<file path="config.mk">
export PLATFORM = sky130hd
export DESIGN_NAME = rr_arb8_flat
export DESIGN_NICKNAME = d
export VERILOG_FILES = /design/src/rtl/rr_arb8_if.sv /design/src/rtl/rr_arb8.sv /design/src/flat_wrapper.sv
export SDC_FILE = /design/constraint.sdc
export NUM_CORES = 1
export LEC_CHECK = 0
export ABC_AREA = 1
export BUFFER_PORTS_ARGS = -buffer_cell sky130_fd_sc_hd__buf_2
export CORE_ASPECT_RATIO = 0.5
export CORE_MARGIN = 2
export CORE_UTILIZATION = 25
export DETAILED_ROUTE_END_ITERATION = 12
export PLACE_DENSITY = 0.37
export REMOVE_ABC_BUFFERS = 1
export SETUP_SLACK_MARGIN = 0.4
export SYNTH_ARGS = -nofsm -noshare
export SYNTH_HDL_FRONTEND = slang
export SYNTH_SLANG_ARGS = --single-unit
</file>
<file path="constraint.sdc">
create_clock -name clock -period 4.4 [get_ports clock]
set_input_delay 0.88 -clock clock [delete_from_list [all_inputs] [get_ports clock]]
set_output_delay 0.88 -clock clock [all_outputs]
set_load 0.02 [all_outputs]
</file>
<file path="src/rtl/rr_arb8_if.sv">
// rtl/rr_arb8_if.sv - request/grant bundle between requesters and the 8-way round-robin arbiter
interface rr_arb8_if;
    logic [7:0] req;
    logic       en;
    logic [7:0] gnt;
    logic       gnt_valid;
    logic [2:0] gnt_id;
    logic       timeout;

    modport master (
        output req,
        output en,
        input  gnt,
        input  gnt_valid,
        input  gnt_id,
        input  timeout
    );

    modport slave (
        input  req,
        input  en,
        output gnt,
        output gnt_valid,
        output gnt_id,
        output timeout
    );
endinterface

</file>
<file path="src/rtl/rr_arb8.sv">
// rtl/rr_arb8.sv - 8-way round-robin arbiter with descending priority pointer and hold-limit revoke
module rr_arb8 #(
    parameter int MAX_HOLD = 15
) (
    input  logic      clock,
    input  logic      reset,
    rr_arb8_if.slave  bus
);

    typedef enum logic {
        IDLE = 1'b0,
        BUSY = 1'b1
    } state_t;

    localparam logic [3:0] HOLD_LAST = 4'(MAX_HOLD - 1);

    state_t     state;
    state_t     state_nx;
    logic [2:0] ptr;
    logic [2:0] ptr_nx;
    logic [2:0] owner;
    logic [2:0] owner_nx;
    logic [3:0] hold_cnt;
    logic [3:0] hold_nx;

    logic [7:0] gnt_q;
    logic [7:0] gnt_nx;
    logic       valid_q;
    logic       valid_nx;
    logic [2:0] id_q;
    logic [2:0] id_nx;
    logic       tmo_q;
    logic       tmo_nx;

    logic [2:0] win_idx;
    logic       any_req;
    logic       owner_release;
    logic       hold_limit;

    assign any_req       = |bus.req;
    assign owner_release = ~bus.req[owner];
    assign hold_limit    = (hold_cnt == HOLD_LAST);

    // Scan lowest priority first so the last hit (ptr itself) wins.
    always_comb begin
        win_idx = ptr;
        for (int k = 7; k >= 0; k--) begin
            if (bus.req[ptr - 3'(k)]) begin
                win_idx = ptr - 3'(k);
            end
        end
    end

    always_ff @(posedge clock) begin
        if (reset) begin
            state    <= IDLE;
            ptr      <= 3'd7;
            owner    <= 3'd0;
            hold_cnt <= 4'd0;
            gnt_q    <= 8'h00;
            valid_q  <= 1'b0;
            id_q     <= 3'd0;
            tmo_q    <= 1'b0;
        end else begin
            state    <= state_nx;
            ptr      <= ptr_nx;
            owner    <= owner_nx;
            hold_cnt <= hold_nx;
            gnt_q    <= gnt_nx;
            valid_q  <= valid_nx;
            id_q     <= id_nx;
            tmo_q    <= tmo_nx;
        end
    end

    always_comb begin
        state_nx = state;
        case (state)
            IDLE: begin
                if (bus.en && any_req) begin
                    state_nx = BUSY;
                end
            end
            BUSY: begin
                if (owner_release || hold_limit) begin
                    state_nx = IDLE;
                end
            end
            default: state_nx = IDLE;
        endcase
    end

    // Next values of the registered outputs and the arbitration bookkeeping.
    always_comb begin
        ptr_nx   = ptr;
        owner_nx = owner;
        hold_nx  = hold_cnt;
        gnt_nx   = 8'h00;
        valid_nx = 1'b0;
        id_nx    = 3'd0;
        tmo_nx   = 1'b0;
        case (state)
            IDLE: begin
                if (state_nx == BUSY) begin
                    owner_nx = win_idx;
                    hold_nx  = 4'd0;
                    gnt_nx   = 8'h01 << win_idx;
                    valid_nx = 1'b1;
                    id_nx    = win_idx;
                end
            end
            BUSY: begin
                if (state_nx == IDLE) begin
                    // A release in the limit cycle is an ordinary release, not a revoke.
                    ptr_nx  = owner - 3'd1;
                    hold_nx = 4'd0;
                    tmo_nx  = ~owner_release;
                end else begin
                    hold_nx  = hold_cnt + 4'd1;
                    gnt_nx   = gnt_q;
                    valid_nx = 1'b1;
                    id_nx    = owner;
                end
            end
            default: begin
                hold_nx = 4'd0;
            end
        endcase
    end

    assign bus.gnt       = gnt_q;
    assign bus.gnt_valid = valid_q;
    assign bus.gnt_id    = id_q;
    assign bus.timeout   = tmo_q;

endmodule

</file>
<file path="src/flat_wrapper.sv">
// flat-port wrapper written by rule: the top's interface ports become plain ports
module rr_arb8_flat 
#(
    parameter int MAX_HOLD = 15
)
  (clock, reset, bus_req, bus_en, bus_gnt, bus_gnt_valid, bus_gnt_id, bus_timeout);
  rr_arb8_if bus_i ();
  input  logic clock;
  input  logic reset;
  input wire logic [$bits(bus_i.req)-1:0] bus_req;
  input wire logic [$bits(bus_i.en)-1:0] bus_en;
  output wire logic [$bits(bus_i.gnt)-1:0] bus_gnt;
  output wire logic [$bits(bus_i.gnt_valid)-1:0] bus_gnt_valid;
  output wire logic [$bits(bus_i.gnt_id)-1:0] bus_gnt_id;
  output wire logic [$bits(bus_i.timeout)-1:0] bus_timeout;
  assign bus_i.req = bus_req;
  assign bus_i.en = bus_en;
  assign bus_gnt = bus_i.gnt;
  assign bus_gnt_valid = bus_i.gnt_valid;
  assign bus_gnt_id = bus_i.gnt_id;
  assign bus_timeout = bus_i.timeout;
  rr_arb8 #(.MAX_HOLD(MAX_HOLD)) u_core (.clock(clock), .reset(reset), .bus(bus_i));
endmodule
</file>
# Yosys cells after proc, flatten, opt, wreduce, memory -nomap -nowiden
# Index checks and enable logic that the tools add are counted.
# classes
add_sub_neg	9
mul	0
div_mod_pow	0
order_cmp	9
eq_ne	3
shifts	1
muxes	39
n_bitwise	3
reduce_logical	6
# op_table
operator	n
3-bit by 4-bit < comparator with 1-bit output, second input constant	9
3-bit two-way mux	10
1-bit binary-select mux with 3-bit select	9
8-bit two-way mux	2
8-bit case mux with 2 select lines	1
1-bit two-way mux	12
3-bit subtractor, second input constant	4
4-bit two-way mux	2
4-bit case mux with 2 select lines	1
8-bit OR reduction	1
1-bit by 3-bit << shifter with 8-bit output, first input constant	1
3-bit case mux with 2 select lines	1
3-bit by 1-bit subtractor with 3-bit output, second input constant	2
3-bit by 2-bit subtractor with 3-bit output, second input constant	2
4-bit by 1-bit adder with 4-bit output, second input constant	1
4-bit == test, second input constant	1
2-bit AND reduction	2
1-bit inverter	3
3-bit OR reduction	1
2-bit by 1-bit inequality test with 1-bit output, second input constant	1
2-bit inequality test, second input constant	1
1-bit case mux with 2 select lines	1
1-bit logical AND	1
1-bit logical OR	1
# word_totals
ff_bits	24
latch_bits	0
mem_bits_rw	0
mem_bits_ro	0
memories	0

# Depth between registers and ports, before layout
# Gate-level depths: netlist (run 1).
# logic_depth
depth_word	14
ltp_mapped	21

# Worst setup path after synthesis (run 1)
# No wires, ideal clock.
# synth_path
kind	input -> register
start	in bus_req[1]
end	reg u_core.hold_cnt[2]
setup_ns	0.136
arrival_ns	2.102
required_time_ns	4.264
setup_slack_ns	2.162
stages	8
n_path_buf	0
path_cell_list	or4_1 > o21ai_0 > inv_1 > nor2_1 > inv_1 > nand2_1 > xor2_1 > a211oi_1
# synth_via
elab_chain_cells	8
elab_cells_between_ends	12
classes_between	eq/ne (1); mux (7); bitwise (1); reduce/logical (3)
# synth_rtl
element	line	rtl
from (decl)	flat_wrapper.sv:10	input wire logic [$bits(bus_i.req)-1:0] bus_req;
1-bit binary-select mux with 3-bit select	rr_arb8.sv:41	assign owner_release = ~bus.req[owner];
1-bit two-way mux (not written as such)	rr_arb8.sv:41	
1-bit inverter	rr_arb8.sv:41	
1-bit logical OR	rr_arb8.sv:85	if (owner_release || hold_limit) begin
1-bit two-way mux	rr_arb8.sv:85	
1-bit case mux with 2 select lines (*)	rr_arb8.sv:78	case (state)
4-bit two-way mux	rr_arb8.sv:113	if (state_nx == IDLE) begin
4-bit case mux with 2 select lines	rr_arb8.sv:102	case (state)
to (signal assigned)	rr_arb8.sv:68	hold_cnt <= hold_nx;
to (decl)	rr_arb8.sv:23	logic [3:0] hold_cnt;
# Every way passes the cells marked *; elsewhere a longest branch is shown, timed or not. The select of a mux whose other input is x is not followed.
# A chain may end at the register's enable or synchronous reset.

# Worst setup path after layout (run 1)
# layout_path
start	reg u_core.ptr[1]
end	reg u_core.gnt_q[1] (netlist: u_core.bus.gnt[1])
# layout_via
elab_chain_cells	14
elab_cells_between_ends	34
classes_between	add/sub (7); shift (1); mux (26)
# layout_rtl
element	line	rtl
from (decl)	rr_arb8.sv:19	logic [2:0] ptr;
from (signal assigned)	rr_arb8.sv:66	ptr <= ptr_nx;
3-bit subtractor	rr_arb8.sv:48, rr_arb8.sv:49	
1-bit binary-select mux with 3-bit select	rr_arb8.sv:48	if (bus.req[ptr - 3'(k)]) begin
1-bit two-way mux (not written as such)	rr_arb8.sv:48	
3-bit two-way mux (7 in a row)	rr_arb8.sv:48	
3-bit two-way mux (*)	rr_arb8.sv:48	
1-bit by 3-bit << shifter with 8-bit output (*)	rr_arb8.sv:107	gnt_nx = 8'h01 << win_idx;
8-bit two-way mux (*)	rr_arb8.sv:104	if (state_nx == BUSY) begin
8-bit case mux with 2 select lines (*)	rr_arb8.sv:102	
to (signal assigned)	rr_arb8.sv:69	gnt_q <= gnt_nx;
to (decl)	rr_arb8.sv:26	logic [7:0] gnt_q;
# Marked as above.

==> results of run 1 <==
cell usage after synthesis, drive strengths merged:
cell / n / area, um2
a211oi: 1 / 7.51
a21oi: 27 / 154
a31oi: 1 / 6.26
buf: 3 / 33.8
clkbuf: 1 / 3.75
clkinv: 1 / 3.75
dfxtp: 23 / 460
dlygate4sd3: 1 / 10.0
ha: 5 / 62.6
inv: 34 / 130
nand2: 88 / 363
nand3: 41 / 230
nor2: 19 / 78.8
nor3: 1 / 5.00
o211ai: 1 / 7.51
o21ai: 8 / 40.0
o22ai: 1 / 6.26
or2: 1 / 6.26
or4: 1 / 7.51
xnor2: 3 / 26.3
xor2: 3 / 52.6
metal layers:
| layer | part of all wire | vias up |
|---|---|---|
| li1 | - | 893 |
| met1 | 0.50 | 763 |
| met2 | 0.44 | 39 |
| met3 | 0.032 | 10 |
| met4 | 0.026 | 0 |
| met5 | 0 | - |
cells by family after synthesis:
logic type | count (synthesis) | share of synthesized area
simple gates | 151 | 0.407
buf+inv | 40 | 0.107
compound gates | 39 | 0.131
flops | 23 | 0.272
xor+xnor | 6 | 0.0465
fa+ha+maj | 5 | 0.0369
worst max-delay path, stage by stage (launching register included):
cell and delay [ns]:
dfxtp_1 0.62, inv_4 0.12, ha_1 0.46, inv_2 0.11, nand3_1 0.14, nand3_2 0.11, nand2_1 0.08, nand2_1 0.05
nand3_1 0.06, nand2_1 0.05, nand2_1 0.07, nand2_1 0.05, nand2_1 0.07, nand2_2 0.07, a21oi_4 0.20, nand2_2 0.08
nor2_1 0.12, nor2_1 0.05, nor2_1 0.08
registers in the layout, summed over array words and instances (netlist names):
| name | flops |
|---|---|
| u_core.bus.gnt | 8 |
| u_core.hold_cnt | 4 |
| u_core.bus.gnt_id | 3 |
| u_core.owner | 3 |
| u_core.ptr | 3 |
| u_core.bus.gnt_valid | 1 |
| u_core.bus.timeout | 1 |
power groups by stage:
| stage | Clock, mW | Combinational, mW | Sequential [mW] |
|---|---|---|---|
| after CTS | 0.204 | 0.435 | 0.260 |
| final | 0.200 | 0.431 | 0.260 |
| after global routing | 0.216 | 0.491 | 0.264 |
| after detailed placement | 0 | 0.433 | 0.265 |
| after global placement | 0 | 0.439 | 0.265 |
| after floorplan | 0 | 0.316 | 0.272 |
cell type report:
| type | instances | area (um2) | share of cell area |
|---|---|---|---|
| clock buffer | 4 | 78.8 | 0.0403 |
| inverter | 35 | 134 | 0.0684 |
| multi-input combinational | 201 | 1050 | 0.538 |
| sequential | 23 | 460 | 0.235 |
| tap | 92 | 115 | 0.0588 |
| timing repair buffer | 23 | 115 | 0.0588 |
how the worst max path moves through the flow:
stage | startpoint | to | slack, ns | cells after the start
5_1_grt | u_core.ptr[0]$_SDFFE_PP1P_ | u_core.bus.gnt[1]$_SDFFE_PP0P_ | 1.37 | 17
3_3_place_gp | u_core.ptr[1]$_SDFFE_PP1P_ | u_core.bus.gnt[2]$_SDFFE_PP0P_ | 1.67 | 19
3_5_place_dp | u_core.ptr[1]$_SDFFE_PP1P_ | u_core.bus.gnt[3]$_SDFFE_PP0P_ | 1.71 | 18
2_1_floorplan | u_core.ptr[0]$_SDFFE_PP1P_ | u_core.bus.gnt[5]$_SDFFE_PP0P_ | 2.17 | 19
6_report | u_core.ptr[1]$_SDFFE_PP1P_ | u_core.bus.gnt[1]$_SDFFE_PP0P_ | 1.73 | 18
4_1_cts | u_core.ptr[1]$_SDFFE_PP1P_ | u_core.bus.gnt[3]$_SDFFE_PP0P_ | 1.69 | 18
==> summary.md, run 1 <==
| Metric | Value |
|---|---|
| Status | complete, no violations |
| Maximum vdd drop | 133 uV |
| Worst Reg-to-Reg Cells | 18 |
| Core area | ~6600 um2 |
| Num CTS Buffers | 3 |
| Hold Crit Start | u_core.bus.gnt[0]$_SDFFE_PP0P_ |
| Die ar. | 7500 um2 |
| Die Ht | 62.2 um |
| Critical Path Source Type | flip-flop |
| Number of buffers added on ports | 23 |
| Layout cell share with drive strength beyond 1 | 0.203 |
| Psw | between 0.3 and 0.4 mW |
| Final weighted congestion in routability-driven placement | 0.797 |
| ANT nets after route | 0 |
| Tot Pwr | 0.890 mW |
| Die X | roughly 120 um |
| Min-Delay Endpoint | u_core.bus.gnt[0]$_SDFFE_PP0P_ |
| DR iter-0 viols | 78 |
| # IOs | 24 |
| Largest net degree at the start of global routing | 23 |
| P&R area growth vs syn | 15.4% |
| Worst r2r dst | u_core.bus.gnt[1]$_SDFFE_PP0P_ |
| Initial Util | 0.256 |
| # rows | 21 |
| Clock skew | 0.00288 ns |
| WP data required | 4.59 ns |
| CTS sink count | 23 |
| Minimum clock period | 2.67 ns |
| Warnings from Yosys | 0 |
| Cell leakage power | around 0.95 nW |
| Clk slew on worst S/H paths | roughly 0.060 ns |
| Pint | 0.496 mW |
| Area post-placement | ~1900 um2 |
| Count of final setup violators | 0 |
| H-tree levels | 1 |
| Max Cap Viol | 0 |
| First-pass GRT wire length | ~7.5 mm |
| Fmax | about 370 MHz |
| Vias | 1705 |
| Overflow after GRT | 0 |
| Vias per inst | about 4.5 |
| Most frequent cells in the layout | nand2_1, nand3_1, inv_1, a21oi_1 |
| Worst EP arrival | 2.87 ns |
| Resize count post-CTS | 0 |
| Post-CTS setup buffers | 0 |
| Layer with the highest usage | met2 |
| Hpwl dp | approximately 3.7 mm |
| DR WL/cell | 12.1 um |
| Avg Inst Size Synth | 6.42 um2 |
| Clock power share | 0.224 |
| Hold path cells | 2 |
| Hold Vio Cnt, Final | 0 |
| Min-Delay Path Class | reg -> reg |
| ANT cells | 0 |
| CP Capture Type | flip-flop |
| Maximum fanout along the worst path | 10 |
| Final hold slack | between 0.4 and 0.5 ns |
| Util after Layout | 0.296 |
| Cts hold-fix bufs | 0 |
| Post-Place Cells | ~370 |
| Flop pwr share | 0.292 |
| Vias in the first global route | approximately 1500 |
| Post-route cell area | approximately 2000 um2 |
| Routed WL | roughly 4.6 mm |
| DRC errors left | 0 |
| Clk root buf | clkbuf_16 |
| Yosys reg bits | 23 |
| 1st-pass router iterations | 4 |
| CTS tree | yes |
| Final worst path period share | 0.608 |
| Total GRT Usage | 0.125 |
| Fill cells | roughly 760 |
| Cells after Synth | 264 |
| Worst-Margin Slew | 0.650 ns |
| Final Max Tran Viols | 0 |
| PD cells | 455 nW/um2 |
| RR Startpoint | u_core.ptr[1]$_SDFFE_PP1P_ |
| Combinational Power Share | 0.484 |
| Count of unique library cells instantiated by Yosys | 31 |
| GR Util met3 | 0.0129 |
| RSZ-0062 raised after global routing | no |
| Synthesized area | 1700 um2 |
| Pre-CTS WS | 1.71 ns |
| Layout Cells excl Fill | approximately 380 |
| GR met1 Demand/Resource | 0.177 |
| Reg2reg setup slack | around 1.7 ns |
| Clock Latency Late Sink | between 0.2 and 0.3 ns |
| Sw Share | 0.443 |
| Sequential area share after synthesis | 0.272 |
| Met2 global-route usage | 0.196 |
| Most frequent standard cell in the layout excluding fill and tap cells | nand2_1 |
| Clock buffer depth | 2 |
| Setup_tns | 0 ns |
| WS Path Type | reg -> reg |
| Initial antenna violation count | 0 |
| Nets | ~300 |
| Setup ws final | 1.73 ns |
| Max_slew headroom | 0.566 |
No activity file was read; power rests on OpenSTA's default activity.
==> run 2, diff against run 1 <==
--- a/config.mk
+++ b/config.mk
@@ -11,7 +11,7 @@
 export CORE_MARGIN = 2
 export CORE_UTILIZATION = 25
 export DETAILED_ROUTE_END_ITERATION = 12
-export PLACE_DENSITY = 0.37
+export PLACE_DENSITY = 0.39
 export REMOVE_ABC_BUFFERS = 1
 export SETUP_SLACK_MARGIN = 0.4
 export SYNTH_ARGS = -nofsm -noshare
==> constraint.sdc (replaced) <==
create_clock -name clock -period 2.45 [get_ports clock]
set_input_delay 0.49 -clock clock [delete_from_list [all_inputs] [get_ports clock]]
set_output_delay 0.49 -clock clock [all_outputs]
set_load 0.02 [all_outputs]
==> run 2 against run 1 <==
- sequential share of layout area fell by 3.1 points
- critical path depth fell by 2
- register-to-register slack got worse by 1.3 ns
- via count rose by 5.2%
- first-iteration DRC count fell by 38%
- global-route usage rose by 0.22 points
- die area did not move
==> summary.md, run 2 (same netlist as run 1, synthesis figures left out) <==
| Metric | Value |
|---|---|
| Status | complete, no violations |
| CP Capture Type | flip-flop |
| Hold path cells | 2 (unchanged) |
| Clk slew on worst S/H paths | 0.06 ns (about the same) |
| Total GRT Usage | 0.127 (+0.00219) |
| Worst Reg-to-Reg Cells | 16 (-2) |
| Maximum vdd drop | 269 uV (+100%) |
| WS Path Type | reg -> reg |
| DR WL/cell | 12.2 um (+0.91%) |
| Highest cell delay on the worst timing path | 0.36 ns (-0.26 ns) |
| Most common cell on crit path | nand2_1 |
| H-tree levels | 1 (unchanged) |
| Nets | 317 (+4.6%) |
| Reg2reg setup slack | 0.38 ns (-1.35 ns) |
| Cell leakage power | 1.06 nW (+12%) |
| Worst EP arrival | 2.21 ns (-0.66 ns) |
| Count of final setup violators | 0 (unchanged) |
| # IOs | 24 (unchanged) |
| Hold Vio Cnt, Final | 0 (unchanged) |
| Overflow after GRT | 0 (unchanged) |
| Most frequent cells in the layout | nand2_1, inv_1, nand3_1, a21oi_1, buf_2 |
| Num CTS Buffers | 3 (unchanged) |
| Max_slew headroom | 0.667 (+0.102) |
| 1st-pass router iterations | 4 (unchanged) |
| Die Ht | 62.2 um (unchanged) |
| CTS sink count | 23 (unchanged) |
| Min-Delay Endpoint | u_core.bus.gnt[6]$_SDFFE_PP0P_ |
| Largest register FFs | 8 (unchanged) |
| Fill cells | 736 (-3.7%) |
| Layout cell share with drive strength beyond 1 | 0.333 (+0.131) |
| Initial Util | 0.256 (unchanged) |
| ANT cells | 0 (unchanged) |
| Worst r2r dst | u_core.bus.gnt[3]$_SDFFE_PP0P_ |
| Crit-path cells | inv_4, ha_4, nand3_1, nand3_2, nand2_2, a21oi_1, nand2_1, nand2_1, nand2_1, nand2_1, nand2_2, a21oi_4, buf_4, nor2_2, nand2_1, a21oi_2 |
| Hold Crit Start | u_core.bus.gnt[6]$_SDFFE_PP0P_ |
| Routed WL | 4.80 mm (+4.6%) |
| PD cells | 792 nW/um2 (+74%) |
| Final worst path period share | 0.847 (+0.239) |
| Util after Layout | 0.345 (+0.0493) |
| WP buf/inv | 2 (unchanged) |
| # rows | 21 (unchanged) |
| DR iter-0 viols | 48 (-38%) |
| RR Startpoint | u_core.ptr[0]$_SDFFE_PP1P_ |
| First-pass GRT wire length | 7.73 mm (+2.5%) |
| Number of buffers added on ports | 23 (unchanged) |
| Cts hold-fix bufs | 0 (unchanged) |
| Maximum fanout along the worst path | 6 (-4) |
| DRC errors left | 0 (unchanged) |
| P&R area growth vs syn | 34.7% |
| Vias per inst | 4.58 (+1.5%) |
| Worst-Margin Slew | 0.497 ns (-0.153 ns) |
| Final weighted congestion in routability-driven placement | 0.840 (+5.4%) |
| Clock Latency Late Sink | 0.26 ns (about the same) |
| Clk root buf | clkbuf_16 |
| Clock buffer depth | 2 (unchanged) |
| Clock skew | 0.00154 ns (-0.00134 ns) |
| Final Max Tran Viols | 0 (unchanged) |
| Max Cap Viol | 0 (unchanged) |
| Setup_tns | 0 ns (unchanged) |
| Cell family contributing the most delay on the critical path | simple AND/OR/NAND/NOR gates |
| Min-Delay Path Class | reg -> reg |
| Tot Pwr | 1.81 mW (+100%) |
| Core area | 6620 um2 (unchanged) |
| RSZ-0062 raised after global routing | yes |
| Hpwl dp | 3.66 mm (-1.2%) |
| ANT nets after route | 0 (unchanged) |
| Vias in the first global route | 1606 (+3.7%) |
| Initial antenna violation count | 0 (unchanged) |
| Die ar. | 7500 um2 (unchanged) |
| CTS tree | yes |
| WP data required | 2.58 ns (-2.01 ns) |
| Crit-path slowest cell | dfxtp_4 |
| Most frequent standard cell in the layout excluding fill and tap cells | nand2_1 |
| Crit path depth | 16 (-2) |
| Minimum clock period | 2.07 ns (-0.601 ns) |
| Largest net degree at the start of global routing | 23 (unchanged) |
| Fmax | 482 MHz (+29%) |
| Vias | 1794 (+5.2%) |
| Critical Path Source Type | flip-flop |
| Die X | 120 um (unchanged) |
## run 2: cell types whose count changed in the layout (fill, tap and decap cells not counted), moves of 3 or more
| cell | delta |
|---|---|
| nand3_2 | +7 |
| nand3_4 | +4 |
| nor2_4 | +3 |
| nand2_1 | -7 |
| buf_4 | +10 |
| buf_6 | +3 |
| nand2_2 | +3 |
| nand3_1 | -11 |
| nand2_4 | +4 |
## run 2: how the worst max path moves through the flow
stage	start	end
finish	u_core.ptr[0]$_SDFFE_PP1P_	u_core.bus.gnt[3]$_SDFFE_PP0P_
global route	u_core.ptr[0]$_SDFFE_PP1P_	u_core.bus.gnt[3]$_SDFFE_PP0P_
CTS	u_core.owner[0]$_SDFFE_PP0P_	u_core.bus.gnt_id[1]$_SDFF_PP0_
detailed placement	u_core.ptr[1]$_SDFFE_PP1P_	u_core.bus.gnt[1]$_SDFFE_PP0P_
global placement	bus_req[1]	u_core.hold_cnt[2]$_SDFFE_PP0P_
floorplan	u_core.ptr[0]$_SDFFE_PP1P_	u_core.bus.gnt[5]$_SDFFE_PP0P_
## run 2: what timing repair did
| action | CTS | global route |
|---|---|---|
| endpoints found under the setup margin | 14 | 19 |
| buffers inserted | 7 | 2 |
| pin swaps | 6 | 15 |
| gates resized for setup | 18 | 32 |
## run 2: layer usage
metal,GRT usage,wire (um),part of all wire,vias up
li1,-,-,-,920
met1,0.164,2340,0.49,836
met2,0.222,2260,0.47,31
met3,0.0165,133,0.028,7
met4,0.0363,67,0.014,0
met5,0,0,0,-
## run 2: area by class of cell
type                            count  area [um2]  area share
Clock buffer                        4        78.8      0.0345
Inverter                           35         148      0.0647
Multi-Input combinational cell    201        1230       0.540
Sequential cell                    23         465       0.204
Tap cell                           92         115      0.0504
Timing Repair Buffer               37         244       0.107
## run 2: metrics by stage
| stage | setup WS (ns) | area, um2 | cells | hold slack (ns) |
|---|---|---|---|---|
| after floorplan | 0.215 | 1650 | 259 | 0.464 |
| after global placement | 0.212 | 1920 | 379 | 0.453 |
| after detailed placement | 0.164 | 1920 | 379 | 0.456 |
| after CTS | 0.368 | 2130 | 390 | 0.466 |
| after global routing | 0.220 | 2280 | 392 | 0.483 |
| final | 0.376 | 2280 | 392 | 0.464 |
## run 2: worst register-to-register path: cells and delay by family (launching register included)
family / cells / cell delay [ns]
and+or+nand+nor: 10 / 0.72
adders and majority gates: 1 / 0.33
DFF: 1 / 0.36
buffers and inverters: 2 / 0.19
AOI/OAI and AO/OA: 3 / 0.35
## run 2: power by group
part	internal, mW	switching, mW	leakage [nW]
registers	0.414	0.0326	0.187
logic	0.370	0.631	0.839
clock network	0.222	0.138	0.0382
total	1.01	0.801	1.06
